## src/rtl/spi_channel_router.sv

```systemverilog
// SPI minion front end: deserialises addressed frames, checks parity,
// routes payloads into per-channel FIFOs and returns a status word.
module spi_channel_router #(
  parameter int DATA_W = 16,
  parameter int NCH    = 4,
  parameter int DEPTH  = 2
) (
  input  logic                  clk,
  input  logic                  reset,
  input  logic                  cs,
  input  logic                  sclk,
  input  logic                  mosi,
  output logic                  miso,
  output logic [NCH*DATA_W-1:0] ch_msg,
  output logic [NCH-1:0]        ch_val,
  input  logic [NCH-1:0]        ch_rdy,
  output logic                  parity_err,
  output logic                  err_any
);

  localparam int AW = $clog2(NCH);
  localparam int F  = AW + DATA_W + 1;
  localparam int CW = $clog2(F + 1);
  localparam int PW = $clog2(DEPTH);
  localparam int QW = $clog2(DEPTH + 1);
  localparam logic [CW-1:0] FL = CW'(F);

  logic [1:0] cs_sy;
  logic [1:0] sclk_sy;
  logic [1:0] mosi_sy;
  logic       cs_q;
  logic       sclk_q;
  logic       cs_s;
  logic       sclk_s;
  logic       mosi_s;
  logic       cs_fall;
  logic       cs_rise;
  logic       sclk_rise;
  logic       sclk_fall;

  logic          active;
  logic [CW-1:0] cnt;
  logic [F-1:0]  rx;
  logic [F-1:0]  tx;
  logic [F-1:0]  status;
  logic          done;

  logic par;
  logic adr;
  logic ovf;
  logic shrt;

  logic [AW-1:0]     fr_addr;
  logic [DATA_W-1:0] fr_data;
  logic              bad_par;
  logic              bad_adr;
  logic              ok;
  logic              ovf_set;
  logic              short_set;

  logic [NCH-1:0] hit;
  logic [NCH-1:0] full;
  logic [NCH-1:0] pop;
  logic [NCH-1:0] push;

  logic [DATA_W-1:0] mem [NCH][DEPTH];
  logic [PW-1:0]     wp [NCH];
  logic [PW-1:0]     rp [NCH];
  logic [QW-1:0]     fcnt [NCH];

  // Pin synchronizers track the pins through reset, so a frame
  // already in flight is never mistaken for a fresh cs fall.
  always_ff @(posedge clk) begin
    cs_sy   <= {cs_sy[0], cs};
    sclk_sy <= {sclk_sy[0], sclk};
    mosi_sy <= {mosi_sy[0], mosi};
    cs_q    <= cs_sy[1];
    sclk_q  <= sclk_sy[1];
  end

  assign cs_s      = cs_sy[1];
  assign sclk_s    = sclk_sy[1];
  assign mosi_s    = mosi_sy[1];
  assign cs_fall   = cs_q & ~cs_s;
  assign cs_rise   = ~cs_q & cs_s;
  assign sclk_rise = sclk_s & ~sclk_q;
  assign sclk_fall = ~sclk_s & sclk_q;

  // Status word snapshot loaded into tx at frame start.
  always_comb begin
    status = '0;
    status[F-1] = par;
    status[F-2] = adr;
    status[F-3] = ovf;
    status[F-4] = shrt;
    status[F-5 -: NCH] = full;
  end

  // Frame shifter: bit counter, rx/tx shift registers, registered miso.
  always_ff @(posedge clk) begin
    if (reset) begin
      active <= 1'b0;
      cnt    <= '0;
      rx     <= '0;
      tx     <= '0;
      done   <= 1'b0;
      miso   <= 1'b0;
    end else begin
      done <= 1'b0;
      miso <= ~cs_s & tx[F-1];
      if (cs_fall) begin
        active <= 1'b1;
        cnt    <= '0;
        tx     <= status;
      end else if (cs_rise) begin
        active <= 1'b0;
      end else if (active) begin
        if (sclk_rise && cnt < FL) begin
          rx   <= {rx[F-2:0], mosi_s};
          cnt  <= cnt + CW'(1);
          done <= (cnt == FL - CW'(1));
        end
        if (sclk_fall) begin
          tx <= {tx[F-2:0], 1'b0};
        end
      end
    end
  end

  assign fr_addr   = rx[F-1 -: AW];
  assign fr_data   = rx[DATA_W:1];
  assign bad_par   = ^rx;
  assign bad_adr   = int'(fr_addr) >= NCH;
  assign ok        = done & ~bad_par & ~bad_adr;
  assign ovf_set   = ok & |(hit & full & ~pop);
  assign short_set = cs_rise & active
                   & (cnt != '0) & (cnt != FL);

  for (genvar i = 0; i < NCH; i++) begin : g_ch
    assign hit[i]    = ok && (int'(fr_addr) == i);
    assign full[i]   = fcnt[i] == QW'(DEPTH);
    assign ch_val[i] = fcnt[i] != '0;
    assign pop[i]    = ch_val[i] & ch_rdy[i];
    assign push[i]   = hit[i] & (~full[i] | pop[i]);
    assign ch_msg[i*DATA_W +: DATA_W] = mem[i][rp[i]];
  end

  // Sticky error flags: read-to-clear at frame start, set wins.
  always_ff @(posedge clk) begin
    if (reset) begin
      par  <= 1'b0;
      adr  <= 1'b0;
      ovf  <= 1'b0;
      shrt <= 1'b0;
    end else begin
      par  <= (par & ~cs_fall) | (done & bad_par);
      adr  <= (adr & ~cs_fall)
            | (done & ~bad_par & bad_adr);
      ovf  <= (ovf & ~cs_fall) | ovf_set;
      shrt <= (shrt & ~cs_fall) | short_set;
    end
  end

  assign parity_err = par;
  assign err_any    = par | adr | ovf | shrt;

  // Per-channel circular FIFOs; push and pop together keep the count.
  always_ff @(posedge clk) begin
    if (reset) begin
      for (int i = 0; i < NCH; i++) begin
        for (int j = 0; j < DEPTH; j++) begin
          mem[i][j] <= '0;
        end
        wp[i]   <= '0;
        rp[i]   <= '0;
        fcnt[i] <= '0;
      end
    end else begin
      for (int i = 0; i < NCH; i++) begin
        if (push[i]) begin
          mem[i][wp[i]] <= fr_data;
          wp[i] <= wp[i] + PW'(1);
        end
        if (pop[i]) begin
          rp[i] <= rp[i] + PW'(1);
        end
        if (push[i] && !pop[i]) begin
          fcnt[i] <= fcnt[i] + QW'(1);
        end else if (!push[i] && pop[i]) begin
          fcnt[i] <= fcnt[i] - QW'(1);
        end
      end
    end
  end

endmodule

```

## config.mk

```make
export PLATFORM = sky130hd
export DESIGN_NAME = spi_channel_router
export DESIGN_NICKNAME = d
export VERILOG_FILES = /design/src/rtl/spi_channel_router.sv
export SDC_FILE = /design/constraint.sdc
export NUM_CORES = 1
export LEC_CHECK = 0
export ABC_CLOCK_PERIOD_IN_PS = 4180
export BUFFER_PORTS_ARGS = -buffer_cell sky130_fd_sc_hd__buf_2
export CAP_MARGIN = 10
export CORE_AREA = 2 2 169 171
export DETAILED_ROUTE_END_ITERATION = 6
export DIE_AREA = 0 0 171 173
export SLEW_MARGIN = 20
export SYNTH_ARGS = -nofsm -noshare
export SYNTH_HDL_FRONTEND = slang
export SYNTH_SLANG_ARGS = --single-unit
```

## constraint.sdc

```tcl
create_clock -name clk -period 4.18 [get_ports clk]
set_input_delay 0.836 -clock clk [delete_from_list [all_inputs] [get_ports clk]]
set_output_delay 0.836 -clock clk [all_outputs]
set_load 0.03 [all_outputs]
```

Yosys cells after proc, flatten, opt, wreduce, memory -nomap -nowiden
Memories as Yosys holds them, arrays and structs flattened.
Index checks and enable logic that the tools add are counted.
{ "word_totals": {"out_inout_bits": 71, "n_memories": 4, "register_bits": 47, "ramBits": 144, "in_bits": 9, "wordCells": 529} }
{ "memory_table": {"columns": ["memory", "depth", "width", "read_ports", "rd_clocked_by_memory_dff", "wr", "line", "source"], "rows": [
  ["mem", 4, 32, 4, 0, 4, "66", "logic [DATA_W-1:0] mem [NCH][DEPTH];"],
  ["fcnt", 4, 2, 4, 0, 4, "69", "logic [QW-1:0] fcnt [NCH];"],
  ["rp", 4, 1, 4, 0, 4, "68", "logic [PW-1:0] rp [NCH];"],
  ["wp", 4, 1, 4, 0, 4, "67", "logic [PW-1:0] wp [NCH];"]
]} }
{ "op_classes": {"magnitude_cmp": 13, "eq_ne": 10, "bitwise": 201, "n_addsub": 17, "muxes": 228, "reduce_logical": 41} }
{ "ops": {"columns": ["operator", "n"], "rows": [
  ["two-way mux 16 bit", 16],
  ["two-way mux 1 bit", 192],
  ["OR 1 bit", 154],
  ["two-way mux 32 bit", 4],
  ["two-way mux 19 bit", 4],
  ["demux 16 bit (select 1 bit)", 4],
  ["bitwise AND 1 bit", 23],
  ["parity 19 bit", 1],
  ["logical AND 1 bit", 17],
  [">= comparator 2 bit (second input constant)", 8],
  ["two-way mux 2 bit", 8],
  ["inverter 1 -> 2 bit", 8],
  ["nonzero test 2 bit", 7],
  ["inverter 1 bit", 13],
  ["equality test 2 bit (second input constant)", 6],
  ["adder 1 bit (second input constant)", 8],
  ["adder 2 x 1 -> 2 bit (second input constant)", 4],
  ["bitwise AND 4 bit", 2],
  ["logical NOT 1 bit", 8],
  ["less-than comparator 2 x 1 -> 1 bit (second input constant)", 4],
  ["subtractor 2 x 1 -> 2 bit (second input constant)", 4],
  ["AND reduction 3 bit", 2],
  ["adder 5 x 1 -> 5 bit (second input constant)", 1],
  ["equality test 5 bit (second input constant)", 1],
  ["11 further kinds", 11]
]} }

Longest topological paths before layout
Gate-level depths: netlist of run 1.
{ "depth": {"ltp_word": 12, "mapped_depth": 11, "depth_no_buf": 9} }

Least setup slack after synthesis of run 1
No wires, ideal clock.
{ "synth_timing": {"kind": "register -> register", "start": "register rx[5]", "end": "memory mem[2][16] (netlist bit), enable pin", "required_ps": 3766, "path_stages_with_launch": 9, "path_buffers": 2, "setup_time_ps": 414, "arrival_ps": 3117, "period_less_slack_ps": 3531, "path_slack_ps": 649, "cell_sequence": "dfxtp_1 buf_2 xor2_1 xnor2_1 xnor3_2 xnor2_2 nand2_2 clkbuf_1 o31ai_1"} }
{ "synth_lines": {"columns": ["element", "line", "source"], "rows": [
  ["start, declared", "43", "logic [F-1:0] rx;"],
  ["start signal, assigned", "119", "rx <= {rx[F-2:0], mosi_s};"],
  ["end, declared", "66", null]
]} }

==> impl_results.md, run 1 <==
- First-pass GRT wire length: 28.5 mm
- Htree depth: 4
- I/O Buffers: 79
- Post-synth cell types: 49
- Syn Area/Cell: 11.7 µm²
- GR Util met1: 16.4%
- Routed via count: 5219
- Starting DRT DRC Count: 363
- CTS sink cnt: 191
- Critical Path Fanout Max: 18
- RSZ-0062 raised after global routing: no
- Yosys reg bits: 191
- Internal power: 2.96 mW
- Psw: 986 µW
- Rel. slew slack: 31.6%
- Most frequent cells in the layout: nor2_1 (141), edfxtp_1 (96), dfxtp_1 (95), buf_2 (79), mux2i_1 (78)
- Crit path time final: 3.28 ns
- TNS Setup: 0 ns
- Dominant synthesized flop cell: edfxtp_1
- Antenna violations before repair: 1
- Vias per inst: 4.53
- Gpl congestion: 0.771
- Seq pwr share: 52.3%
- Fin util: 34.3%
- Syn Std Cell Area: 0.00823 mm²
- CTS resizes: 0
- Most common cell after layout, fill and taps aside: nor2_1
- I/O pins: 80
- CTS clk-pin slew, worst paths: 0.07 ns
- Root Buffer: clkbuf_16
- Vias in the first global route: 5018
- Max VDD drop: 0.217 mV
- Post-CTS Repair Setup Buffers: 0
- Critical path arrival: 3.33 ns
- Largest net degree at the start of global routing: 96
- CTS Buf Count: 17
- Gr usage total: 12.5%
- # Max-Cap Violations: 0
- Final Max Slew Viols: 0
- Post-route ant nets: 0
- DRC Markers: 0
- Gate Count Post-Synth: 706
- Dpl hpwl: 12.6 mm
- CP required: 4.23 ns
- M3 GR Usage: 3.04%
- Die ar.: 0.0296 mm²
- Switching share of power: 25.0%
- Gr busiest metal: met2
- Synth Net Count: 722
- First-pass detailed-route iteration total: 5
- Global route overflow: 0
- Max clock buf depth: 2
- Outcome: finished, final reports clean
- Setup crit end kind: flip-flop
- Chip height: 173 µm
- Post-synth EDFFs: 96
- Finish-stage setup viols: 0
- Register area share after synthesis: 58.1%
- Initial Util: 29.8%
- Synth-to-Final Area Change: 15.2%
- Final Hold Fails: 0
- WL/cell: 15.9 µm
- Clk Latency, worst-skew pair: 0.43 ns
- Leakage: 3.75 nW
- Layout cells sized above 1: 25.2%
- Synth warn: 0
- Skew final: 0.0136 ns
- Clock tree from TritonCTS: built
- Post-synth ARST share: 0%
- Worst-margin pin slew: 1.03 ns
- # nets final: 776
- Met2 usage: 20.6%
- Cell Rows: 61
- Die width: 171 µm
- Hold buffer count at CTS: 0
- DRT Wirelength: 18.3 mm
- Fillers: 2824
- Kind of critical path: reg2reg
- Min-Delay Path Class: reg2reg
- Crit path launch type: flip-flop
- Pwr dens: 417 mW/mm²
- Final period utilization: 78.5%
- Core Area: 0.0276 mm²
- Comb pwr share: 7.8%
- Maximum clock frequency: 305 MHz
- Clock power share: 39.8%
-- cell usage after synthesis (all sizes together) (6+ instances only) --
master,instances,area [µm²]
o21ai,10,50.0
nor3,8,40.0
nand2b,6,37.5
a211oi,10,75.1
nor2,141,529
edfxtp,96,2880
mux2i,78,781
nand2,42,160
inv,12,45.0
xnor2,15,146
dfxtp,95,1900
clkbuf,29,111
a21oi,12,60.1
buf,26,175
mux2,64,721
ha,7,87.6
-- worst max-delay path, cell delays in order, from the launching register on --
cell and delay (ns):
dfxtp_1 0.51, xnor2_1 0.23, xnor2_2 0.16, xnor3_2 0.40
xnor2_2 0.30, nand2_2 0.28, or3_1 0.43, nand2_1 0.58
-- path summary, 6_finish.rpt --
kind              start         end  slack (ns)  cells past startpoint
min reg2reg  sclk_sy[0]  sclk_sy[1]        0.33                      0
max reg2reg      rx[18]  mem[0][31]        0.90                      7
min          sclk_sy[0]  sclk_sy[1]        0.33                      0
max              rx[18]  mem[0][31]        0.90                      7
-- metal layers --
metal / routed length (µm) / part of all wire [%] / up-vias
met3: 699 / 3.8 / 18
li1: - / - / 2565
met4: 272 / 1.5 / 0
met2: 8910 / 49 / 112
met1: 8440 / 46 / 2524
met5: 0 / 0 / -
-- state kept, by name, indices dropped and copies added, names as in the netlist --
signal / cells
miso: 1
done: 1
cnt: 5
cs_q: 1
rp: 4
fcnt: 8
active: 1
ovf: 1
cs_sy: 2
parity_err: 1
shrt: 1
tx: 8
adr: 1
mem: 128
sclk_sy: 2
sclk_q: 1
rx: 19
mosi_sy: 2
wp: 4
-- power groups by stage --
stage	Sequential (mW)	Combinational (mW)	Clock [mW]
2_1_floorplan	2.08	0.244	0
3_3_place_gp	2.11	0.312	0
3_5_place_dp	2.11	0.312	0
4_1_cts	2.07	0.313	1.61
5_1_grt	2.08	0.332	1.67
6_report	2.07	0.309	1.57
-- per-stage QoR --
stage | power (mW) | setup WS, ns | std cells | area [µm²] | hold WS (ns)
after floorplan | 2.32 | 0.649 | 706 | 8230 | 0.310
after global placement | 2.42 | 0.952 | 1119 | 8910 | 0.317
after detailed placement | 2.42 | 0.902 | 1119 | 8910 | 0.316
after CTS | 3.99 | 0.877 | 1151 | 9480 | 0.334
after global routing | 4.08 | 0.701 | 1151 | 9480 | 0.347
final | 3.95 | 0.900 | 1152 | 9480 | 0.331
-- kinds of logic (layout without fill, tap and decap cells) --
kind of cell	count (synthesis)	after routing	synth area share, %
buffers and inverters	68	135	4.07
flip-flops	191	191	58.1
adder cells (fa/ha/maj)	7	7	1.06
AND/OR/NAND/NOR	231	231	12.2
XOR/XNOR	21	21	2.69
multiplexers	142	142	18.2
AO/OA/AOI/OAI	46	46	3.63
other	0	1	0
-- cell type report --
type | instances | area, µm² | area share (%)
Antenna cell | 1 | 2.50 | 0.0264
Clock buffer | 18 | 429 | 4.53
Clock inverter | 14 | 136 | 1.44
Inverter | 13 | 48.8 | 0.515
Multi-Input combinational cell | 447 | 3130 | 33.0
Sequential cell | 191 | 4780 | 50.5
Tap cell | 378 | 473 | 4.99
Timing Repair Buffer | 90 | 478 | 5.04
(Power assumes the default switching activity.)
==> run 2, diff against run 1 <==
--- a/config.mk
+++ b/config.mk
@@ -5,12 +5,13 @@
 export SDC_FILE = /design/constraint.sdc
 export NUM_CORES = 1
 export LEC_CHECK = 0
-export ABC_CLOCK_PERIOD_IN_PS = 4180
+export ABC_AREA = 1
+export ABC_CLOCK_PERIOD_IN_PS = 2750
 export BUFFER_PORTS_ARGS = -buffer_cell sky130_fd_sc_hd__buf_2
 export CAP_MARGIN = 10
-export CORE_AREA = 2 2 169 171
+export CORE_AREA = 2 2 172 174
 export DETAILED_ROUTE_END_ITERATION = 6
-export DIE_AREA = 0 0 171 173
+export DIE_AREA = 0 0 174 176
 export SLEW_MARGIN = 20
 export SYNTH_ARGS = -nofsm -noshare
 export SYNTH_HDL_FRONTEND = slang
==> constraint.sdc (replaced) <==
create_clock -name clk -period 2.75 [get_ports clk]
set_input_delay 0.55 -clock clk [delete_from_list [all_inputs] [get_ports clk]]
set_output_delay 0.55 -clock clk [all_outputs]
set_load 0.03 [all_outputs]
==> run 2 against run 1 <==
Compared with the run above: via count is 17% higher; synthesized area up 3.6%; clock skew down 0.0029 ns; total power grew 58%; sequential power grew 50%; synthesized cell count is 25% higher; utilization rose by 0.61 points; sequential cell count unchanged; count of clock-buffer cells in the layout up 1; global-route usage increased by 0.10 points; final cell count is 17% higher; critical path depth rose by 9; critical path type unchanged; critical endpoint is now mem[1][15]; largest cell class unchanged.
==> impl_results.md, run 2 <==
- Outcome: finished, final reports clean (unchanged)
- CP max-delay cell: dfxtp_1 (was nand2_1)
- Clock power share: 41.3% (was 39.8%)
- Gate Count Post-Synth: 883 (was 706)
- Post-route setup slack: 0.199 ns (was 0.900 ns)
- TNS Setup: 0 ns (unchanged)
- Gr usage total: 12.6% (was 12.5%)
- Post-route ant nets: 0 (unchanged)
- Dpl hpwl: 13.5 mm (was 12.6 mm)
- Hold buffer count at CTS: 0 (unchanged)
- Top cells by area, synth: edfxtp_1 (34%), dfxtp_1 (22%), nand2_1 (10%), mux2_2 (8.5%), nand3_1 (3.1%) (was edfxtp_1 (35%), dfxtp_1 (23%), mux2i_1 (9.5%), mux2_2 (8.8%), nor2_1 (6.4%))
- Syn Std Cell Area: 0.00852 mm² (was 0.00823 mm²)
- First-pass GRT wire length: 30.5 mm (was 28.5 mm)
- Top reg by flops: mem (unchanged)
- Synth top area share: 33.8% (was 35.0%)
- Root Buffer: clkbuf_16 (unchanged)
- Psw: 1.58 mW (was 986 µW)
- Placed Area: 0.00935 mm² (was 0.00891 mm²)
- Cell with the most instances after synthesis: nand2_1 (was nor2_1)
- Max VDD drop: 0.417 mV (was 0.217 mV)
- Syn Area/Cell: 9.65 µm² (was 11.7 µm²)
- Delay-heaviest family, CP: simple AND/OR/NAND/NOR gates (unchanged)
- Maximum clock frequency: 392 MHz (was 305 MHz)
- Vias in the first global route: 5727 (was 5018)
- Dominant synthesized flop cell: edfxtp_1 (unchanged)
- Setup crit end kind: flip-flop (unchanged)
- Min-Delay Path Class: in2reg (was reg2reg)
- Clk Latency, worst-skew pair: 0.43 ns (about the same)
- Htree depth: 4 (unchanged)
- Seq pwr share: 50.0% (was 52.3%)
- Cell Rows: 62 (was 61)
- Gpl congestion: 0.792 (was 0.771)
- Fin util: 34.9% (was 34.3%)
- Dpl ws: 0.207 ns (was 0.902 ns)
- Routed via count: 6091 (was 5219)
- Synth Net Count: 899 (was 722)
- WHS: 0.215 ns (was 0.331 ns)
- Crit path launch type: flip-flop (unchanged)
- Most common cell after layout, fill and taps aside: nand2_1 (was nor2_1)
- Finish-stage setup viols: 0 (unchanged)
- CP most frequent cell: nand2_1 (was xnor2_2)
- Layout cells sized above 1: 26.1% (was 25.2%)
- Starting DRT DRC Count: 482 (was 363)
- First-pass detailed-route iteration total: 5 (unchanged)
- Ant diodes: 0 (was 1)
- WP buf/inv: 2 (was 0)
- Global route overflow: 0 (unchanged)
- Leakage: 4.17 nW (was 3.75 nW)
- DRC Markers: 0 (unchanged)
- Rel. slew slack: 50.5% (was 31.6%)
- Final period utilization: 92.8% (was 78.5%)
- Max stage delay on crit path: 0.54 ns (was 0.58 ns)
- Number of flip-flops in the largest register: 128 (unchanged)
- Top flop regs: mem (128), rx (19) (unchanged)
- Max clock buf depth: 2 (unchanged)
- Fillers: 2960 (was 2824)
- Switching share of power: 25.4% (was 25.0%)
- Yosys top cell by area: edfxtp_1 (unchanged)
- # Max-Cap Violations: 0 (unchanged)
- Post-CTS Repair Setup Buffers: 0 (unchanged)
- CTS sink cnt: 191 (unchanged)
- Crit path time final: 2.55 ns (was 3.28 ns)
- Final Hold Fails: 0 (unchanged)
- Die width: 174 µm (was 171 µm)
- Initial Util: 29.9% (was 29.8%)
- CP required: 2.89 ns (was 4.23 ns)
- # nets final: 971 (was 776)
- Critical Path Fanout Max: 16 (was 18)
- Critical path arrival: 2.69 ns (was 3.33 ns)
- Skew final: 0.0106 ns (was 0.0136 ns)
- Synth warn: 0 (unchanged)
- Comb pwr share: 8.8% (was 7.8%)
- I/O Buffers: 79 (unchanged)
- Worst-margin pin slew: 0.742 ns (was 1.03 ns)
- Antenna violations before repair: 0 (was 1)
- WL/cell: 14.1 µm (was 15.9 µm)
- Core Area: 0.0285 mm² (was 0.0276 mm²)
- RSZ-0062 raised after global routing: no (unchanged)
- Final Max Slew Viols: 0 (unchanged)
- Register area share after synthesis: 56.1% (was 58.1%)
- CTS Buf Count: 17 (unchanged)
- Largest net degree at the start of global routing: 42 (was 96)
- Vias per inst: 4.51 (was 4.53)
- List of most frequent post-synthesis cells: nand2_1 (227), edfxtp_1 (96), dfxtp_1 (95) (was nor2_1 (141), edfxtp_1 (96), dfxtp_1 (95))
- Post-synth EDFFs: 96 (unchanged)
- Yosys reg bits: 191 (unchanged)
- Synth-to-Final Area Change: 16.9% (was 15.2%)
- DRT Wirelength: 19.0 mm (was 18.3 mm)
- Post-synth cell types: 34 (was 49)
- Most frequent cells in the layout: nand2_1 (227), edfxtp_1 (96), dfxtp_1 (94), buf_2 (79), mux2_2 (64) (was nor2_1 (141), edfxtp_1 (96), dfxtp_1 (95), buf_2 (79), mux2i_1 (78))
- CTS clk-pin slew, worst paths: 0.07 ns (about the same)
- Internal power: 4.65 mW (was 2.96 mW)
- Post-synth ARST share: 0% (unchanged)
- Design Area, Final: 0.00997 mm² (was 0.00948 mm²)
- Kind of critical path: reg2reg (unchanged)
- Clock tree from TritonCTS: built (unchanged)
- Pwr dens: 625 mW/mm² (was 417 mW/mm²)
- Chip height: 176 µm (was 173 µm)
- I/O pins: 80 (unchanged)
- Worst path cell trace: inv_2 -> nand2_1 -> nand2_1 -> nand2_1 -> nand2_1 -> nand2_1 -> nand2_1 -> nand2_1 -> nand2_1 -> nand2_2 -> nand3_4 -> nor2_1 -> nand2_1 -> nand2_1 -> o21a_1 -> buf_12 (was xnor2_1 -> xnor2_2 -> xnor3_2 -> xnor2_2 -> nand2_2 -> or3_1 -> nand2_1)
- Die ar.: 0.0306 mm² (was 0.0296 mm²)
[run 2: cell types whose count changed in the layout (fill, tap and decap cells not counted), moves of 15 or more]
| cell | previous run | this run |
|---|---|---|
| nand2_1 | 41 | 227 |
| inv_1 | 12 | 54 |
| a21oi_1 | 12 | 28 |
| nand3_1 | 2 | 52 |
| o21ai_0 | 9 | 40 |
| inv_2 | 0 | 15 |
| o21ai_1 | 1 | 32 |
| nor2_1 | 141 | 51 |
| mux2i_1 | 78 | 1 |
[run 2: worst paths after layout]
kind         startpoint          to  slack [ns]  cells past startpoint
max               rx[8]  mem[1][15]        0.20                     16
min                  cs    cs_sy[0]        0.21                      1
max reg2reg       rx[8]  mem[1][15]        0.20                     16
min reg2reg    cs_sy[0]    cs_sy[1]        0.33                      0
[run 2: area by class of cell]
type	count	area, µm²	area share [%]
Tap cell	384	480	4.82
Clock buffer	19	443	4.44
Timing Repair Buffer	107	693	6.95
Clock inverter	13	171	1.72
Multi-Input combinational cell	564	3110	31.2
Sequential cell	191	4790	48.0
Inverter	74	288	2.89
[run 2: worst register-to-register path: stages, from the launching register on]
cell     delay, ns
dfxtp_1       0.54
inv_2         0.11
nand2_1       0.08
nand2_1       0.11
nand2_1       0.09
nand2_1       0.06
nand2_1       0.05
nand2_1       0.05
nand2_1       0.09
nand2_1       0.07
nand2_2       0.08
nand3_4       0.14
nor2_1        0.19
nand2_1       0.14
nand2_1       0.11
o21a_1        0.18
buf_12        0.17
[run 2: repair_timing]
| action | in CTS | in global routing |
|---|---|---|
| hold endpoints to repair | 0 | 0 |
| gates resized for setup | 0 | 1 |
| setup endpoints to repair | 0 | 28 |
[run 2: logic make-up after synthesis]
logic type / count (synthesis) / synth area share [%]
compound gates: 108 / 6.47
buf+inv: 128 / 7.43
xor+xnor: 2 / 0.206
mux: 65 / 8.57
flops: 191 / 56.1
simple gates: 382 / 20.2
fa+ha+maj: 7 / 1.03
[run 2: power by group through the flow]
stage	logic (mW)	registers, mW	clock network, mW
3_3_place_gp	0.550	3.18	0
2_1_floorplan	0.415	3.15	0
4_1_cts	0.558	3.11	2.61
5_1_grt	0.596	3.13	2.74
6_report	0.545	3.11	2.57
3_5_place_dp	0.555	3.18	0
[run 2: through the flow]
step	power (mW)	cells
floorplan	3.57	883
global placement	3.73	1320
detailed placement	3.73	1320
CTS	6.29	1352
global route	6.46	1352
finish	6.23	1352
[run 2: metal layers]
metal	share of wire, %	GRT usage [%]	wire (µm)
met4	1.2	2.98	231
met1	47	16.8	8990
met2	48	20.7	9050
met5	0	0	0
met3	4.0	3.23	766
==> run 3, diff against run 2 <==
--- a/config.mk
+++ b/config.mk
@@ -6,12 +6,12 @@
 export NUM_CORES = 1
 export LEC_CHECK = 0
 export ABC_AREA = 1
-export ABC_CLOCK_PERIOD_IN_PS = 2750
+export ABC_CLOCK_PERIOD_IN_PS = 3200
 export BUFFER_PORTS_ARGS = -buffer_cell sky130_fd_sc_hd__buf_2
 export CAP_MARGIN = 10
-export CORE_AREA = 2 2 172 174
+export CORE_AREA = 2 2 149 151
 export DETAILED_ROUTE_END_ITERATION = 6
-export DIE_AREA = 0 0 174 176
+export DIE_AREA = 0 0 151 153
 export SLEW_MARGIN = 20
 export SYNTH_ARGS = -nofsm -noshare
 export SYNTH_HDL_FRONTEND = slang
==> constraint.sdc (replaced) <==
create_clock -name clk -period 3.2 [get_ports clk]
set_input_delay 0.64 -clock clk [delete_from_list [all_inputs] [get_ports clk]]
set_output_delay 0.64 -clock clk [all_outputs]
set_load 0.03 [all_outputs]
==> run 3 against run 2 <==
Compared with the run above: utilization grew 10 points; register-to-register slack gained 0.35 ns; worst hold slack gained 0.089 ns; non-clock buffer count shrank 10; combinational power shrank 21%; sequential share of layout area grew 1.5 points; clock skew grew 0.0012 ns; fmax shrank 3.8%; design area shrank 3.1%; die area shrank 25%; count of clock-buffer cells in the layout shrank 1; critical path type unchanged; critical endpoint is now mem[0][23]; largest power group unchanged; highest routed layer unchanged.
==> impl_results.md, run 3 (same netlist as run 2, synthesis figures left out) <==
- Global route overflow: 0 (unchanged)
- CTS sink cnt: 191 (unchanged)
- Layout cells sized above 1: 25.5% (was 26.1%)
- Slack of the worst reg-to-reg path: 0.55 ns (was 0.20 ns)
- Hold Path Cell Cnt: 1 (unchanged)
- Vias per inst: 4.82 (was 4.51)
- TNS Setup: 0 ns (unchanged)
- Maximum clock frequency: 377 MHz (was 392 MHz)
- Top reg by flops: mem (unchanged)
- DRT Wirelength: 18.0 mm (was 19.0 mm)
- Fin util: 44.9% (was 34.9%)
- CTS clk-pin slew, worst paths: 0.07 ns (about the same)
- Final period utilization: 82.8% (was 92.8%)
- Initial Util: 39.7% (was 29.9%)
- Min-Delay Path Class: in2reg (unchanged)
- Root Buffer: clkbuf_16 (unchanged)
- Max VDD drop: 0.363 mV (was 0.417 mV)
- Die ar.: 0.0231 mm² (was 0.0306 mm²)
- GR Util met1: 21.3% (was 16.8%)
- First-pass GRT wire length: 29.2 mm (was 30.5 mm)
- Clk Latency, worst-skew pair: 0.44 ns (was 0.43 ns)
- Ant diodes: 0 (unchanged)
- Cell Rows: 54 (was 62)
- Leakage: 4.09 nW (was 4.17 nW)
- Crit path time final: 2.65 ns (was 2.55 ns)
- Reg2reg end: mem[0][23] (was mem[1][15])
- R2r worst-path depth: 17 (was 16)
- Post-route ant nets: 0 (unchanged)
- Antenna violations before repair: 0 (unchanged)
- Clock tree from TritonCTS: built (unchanged)
- Reg2reg start: rx[8] (unchanged)
- Synth-to-Final Area Change: 13.3% (was 16.9%)
- RSZ-0062 raised after global routing: no (unchanged)
- Core Area: 0.0215 mm² (was 0.0285 mm²)
- Dpl hpwl: 12.5 mm (was 13.5 mm)
- Number of flip-flops in the largest register: 128 (unchanged)
- Htree depth: 4 (unchanged)
- Chip height: 153 µm (was 176 µm)
- Vias in the first global route: 5635 (was 5727)
- DRC Markers: 0 (unchanged)
- Hold EP: mosi_sy[0] (was cs_sy[0])
- # Max-Cap Violations: 0 (unchanged)
- WL/cell: 14.5 µm (was 14.1 µm)
- Gpl congestion: 0.835 (was 0.792)
- Max clock buf depth: 2 (unchanged)
- Gr busiest metal: met2 (unchanged)
- # nets final: 961 (was 971)
- Crit path from: rx[8] (unchanged)
- Hold path start: mosi (was cs)
- Setup crit end kind: flip-flop (unchanged)
- Pwr dens: 543 mW/mm² (was 625 mW/mm²)
- I/O pins: 80 (unchanged)
- Rel. slew slack: 45.8% (was 50.5%)
- CTS resizes: 0 (unchanged)
- Kind of critical path: reg2reg (unchanged)
- CP required: 3.33 ns (was 2.89 ns)
- Top flop regs: mem (128), rx (19) (unchanged)
- Critical Path Fanout Max: 18 (was 16)
- Crit path launch type: flip-flop (unchanged)
- Starting DRT DRC Count: 464 (was 482)
- Most common cell after layout, fill and taps aside: nand2_1 (unchanged)
- Final Max Slew Viols: 0 (unchanged)
- Largest net degree at the start of global routing: 42 (unchanged)
- Fillers: 2100 (was 2960)
- First-pass detailed-route iteration total: 5 (unchanged)
- CTS Buf Count: 17 (unchanged)
- Skew final: 0.0119 ns (was 0.0106 ns)
- Met2 usage: 26.8% (was 20.7%)
- Hold buffer count at CTS: 0 (unchanged)
- Most frequent cells in the layout: nand2_1 (227), edfxtp_1 (96), dfxtp_1 (95), buf_2 (79), mux2_2 (64) (was nand2_1 (227), edfxtp_1 (96), dfxtp_1 (94), buf_2 (79), mux2_2 (64))
- M3 GR Usage: 3.76% (was 3.23%)
- Finish-stage setup viols: 0 (unchanged)
- Gr usage total: 16.1% (was 12.6%)
- Post-CTS Repair Setup Buffers: 0 (unchanged)
- Final Hold Fails: 0 (unchanged)
- Die width: 151 µm (was 174 µm)
- I/O Buffers: 79 (unchanged)
- Outcome: finished, final reports clean (unchanged)
- Critical path arrival: 2.78 ns (was 2.69 ns)
- Routed via count: 5966 (was 6091)
- Worst-margin pin slew: 0.813 ns (was 0.742 ns)
## run 3: changes by cell type in the layout (fill, tap and decap cells not counted), moves of 2 or more
| cell | delta |
|---|---|
| bufinv_16 | -2 |
| clkinvlp_4 | -2 |
| inv_6 | +3 |
| buf_4 | -3 |
| buf_12 | -7 |
| clkinv_4 | +2 |
## run 3: metal layers
layer / vias to the layer above / wire [µm] / share of wire (%)
li1: 3056 / - / -
met1: 2795 / 8310 / 46
met2: 99 / 8690 / 48
met3: 16 / 724 / 4.0
met4: 0 / 237 / 1.3
met5: - / 0 / 0
## run 3: area by class of cell
class	count	area, µm²	share of cell area, %
sequential	191	4780	49.6
multi-input combinational	564	3110	32.2
tap	280	350	3.63
clock inverter	14	146	1.52
timing repair buffer	97	531	5.49
clock buffer	18	450	4.67
inverter	74	288	2.98
## run 3: worst max-delay path by stage
| stage | to | cells past startpoint |
|---|---|---|
| 2_1_floorplan | mem[1][16] | 16 |
| 3_3_place_gp | mem[0][23] | 17 |
| 3_5_place_dp | mem[0][23] | 17 |
| 4_1_cts | mem[0][23] | 17 |
| 5_1_grt | mem[0][26] | 17 |
| 6_report | mem[0][23] | 17 |
## run 3: per-stage QoR
stage	area (µm²)	worst slack, ns	power [mW]	instances	hold slack (ns)
finish	9660	0.549	5.24	1238	0.304
global route	9660	0.257	5.43	1238	0.286
CTS	9660	0.498	5.29	1238	0.287
detailed placement	9060	0.521	3.19	1206	0.312
global placement	9060	0.545	3.18	1206	0.312
floorplan	8520	0.200	3.06	883	0.310
## run 3: power breakdown
part / switching [mW] / total [mW] / internal, mW / leakage, nW
Sequential: 0.0596 / 2.69 / 2.63 / 1.76
Clock: 1.03 / 2.12 / 1.09 / 0.294
Combinational: 0.285 / 0.432 / 0.147 / 2.04
Total: 1.37 / 5.24 / 3.87 / 4.09
## run 3: worst max-delay path, cell delays in order, from the launching register on
cell and delay, ns:
dfxtp_1 0.56, inv_2 0.10, nand2_1 0.08, nand2_1 0.09
nand2_1 0.10, nand2_1 0.06, nand2_1 0.06, nand2_1 0.06
nand2_2 0.07, nand2_1 0.06, nand2_2 0.08, nand3_4 0.13
nor2_2 0.17, nand2_2 0.09, nor2_4 0.14, nand2_4 0.15
nand2_1 0.09, buf_4 0.24
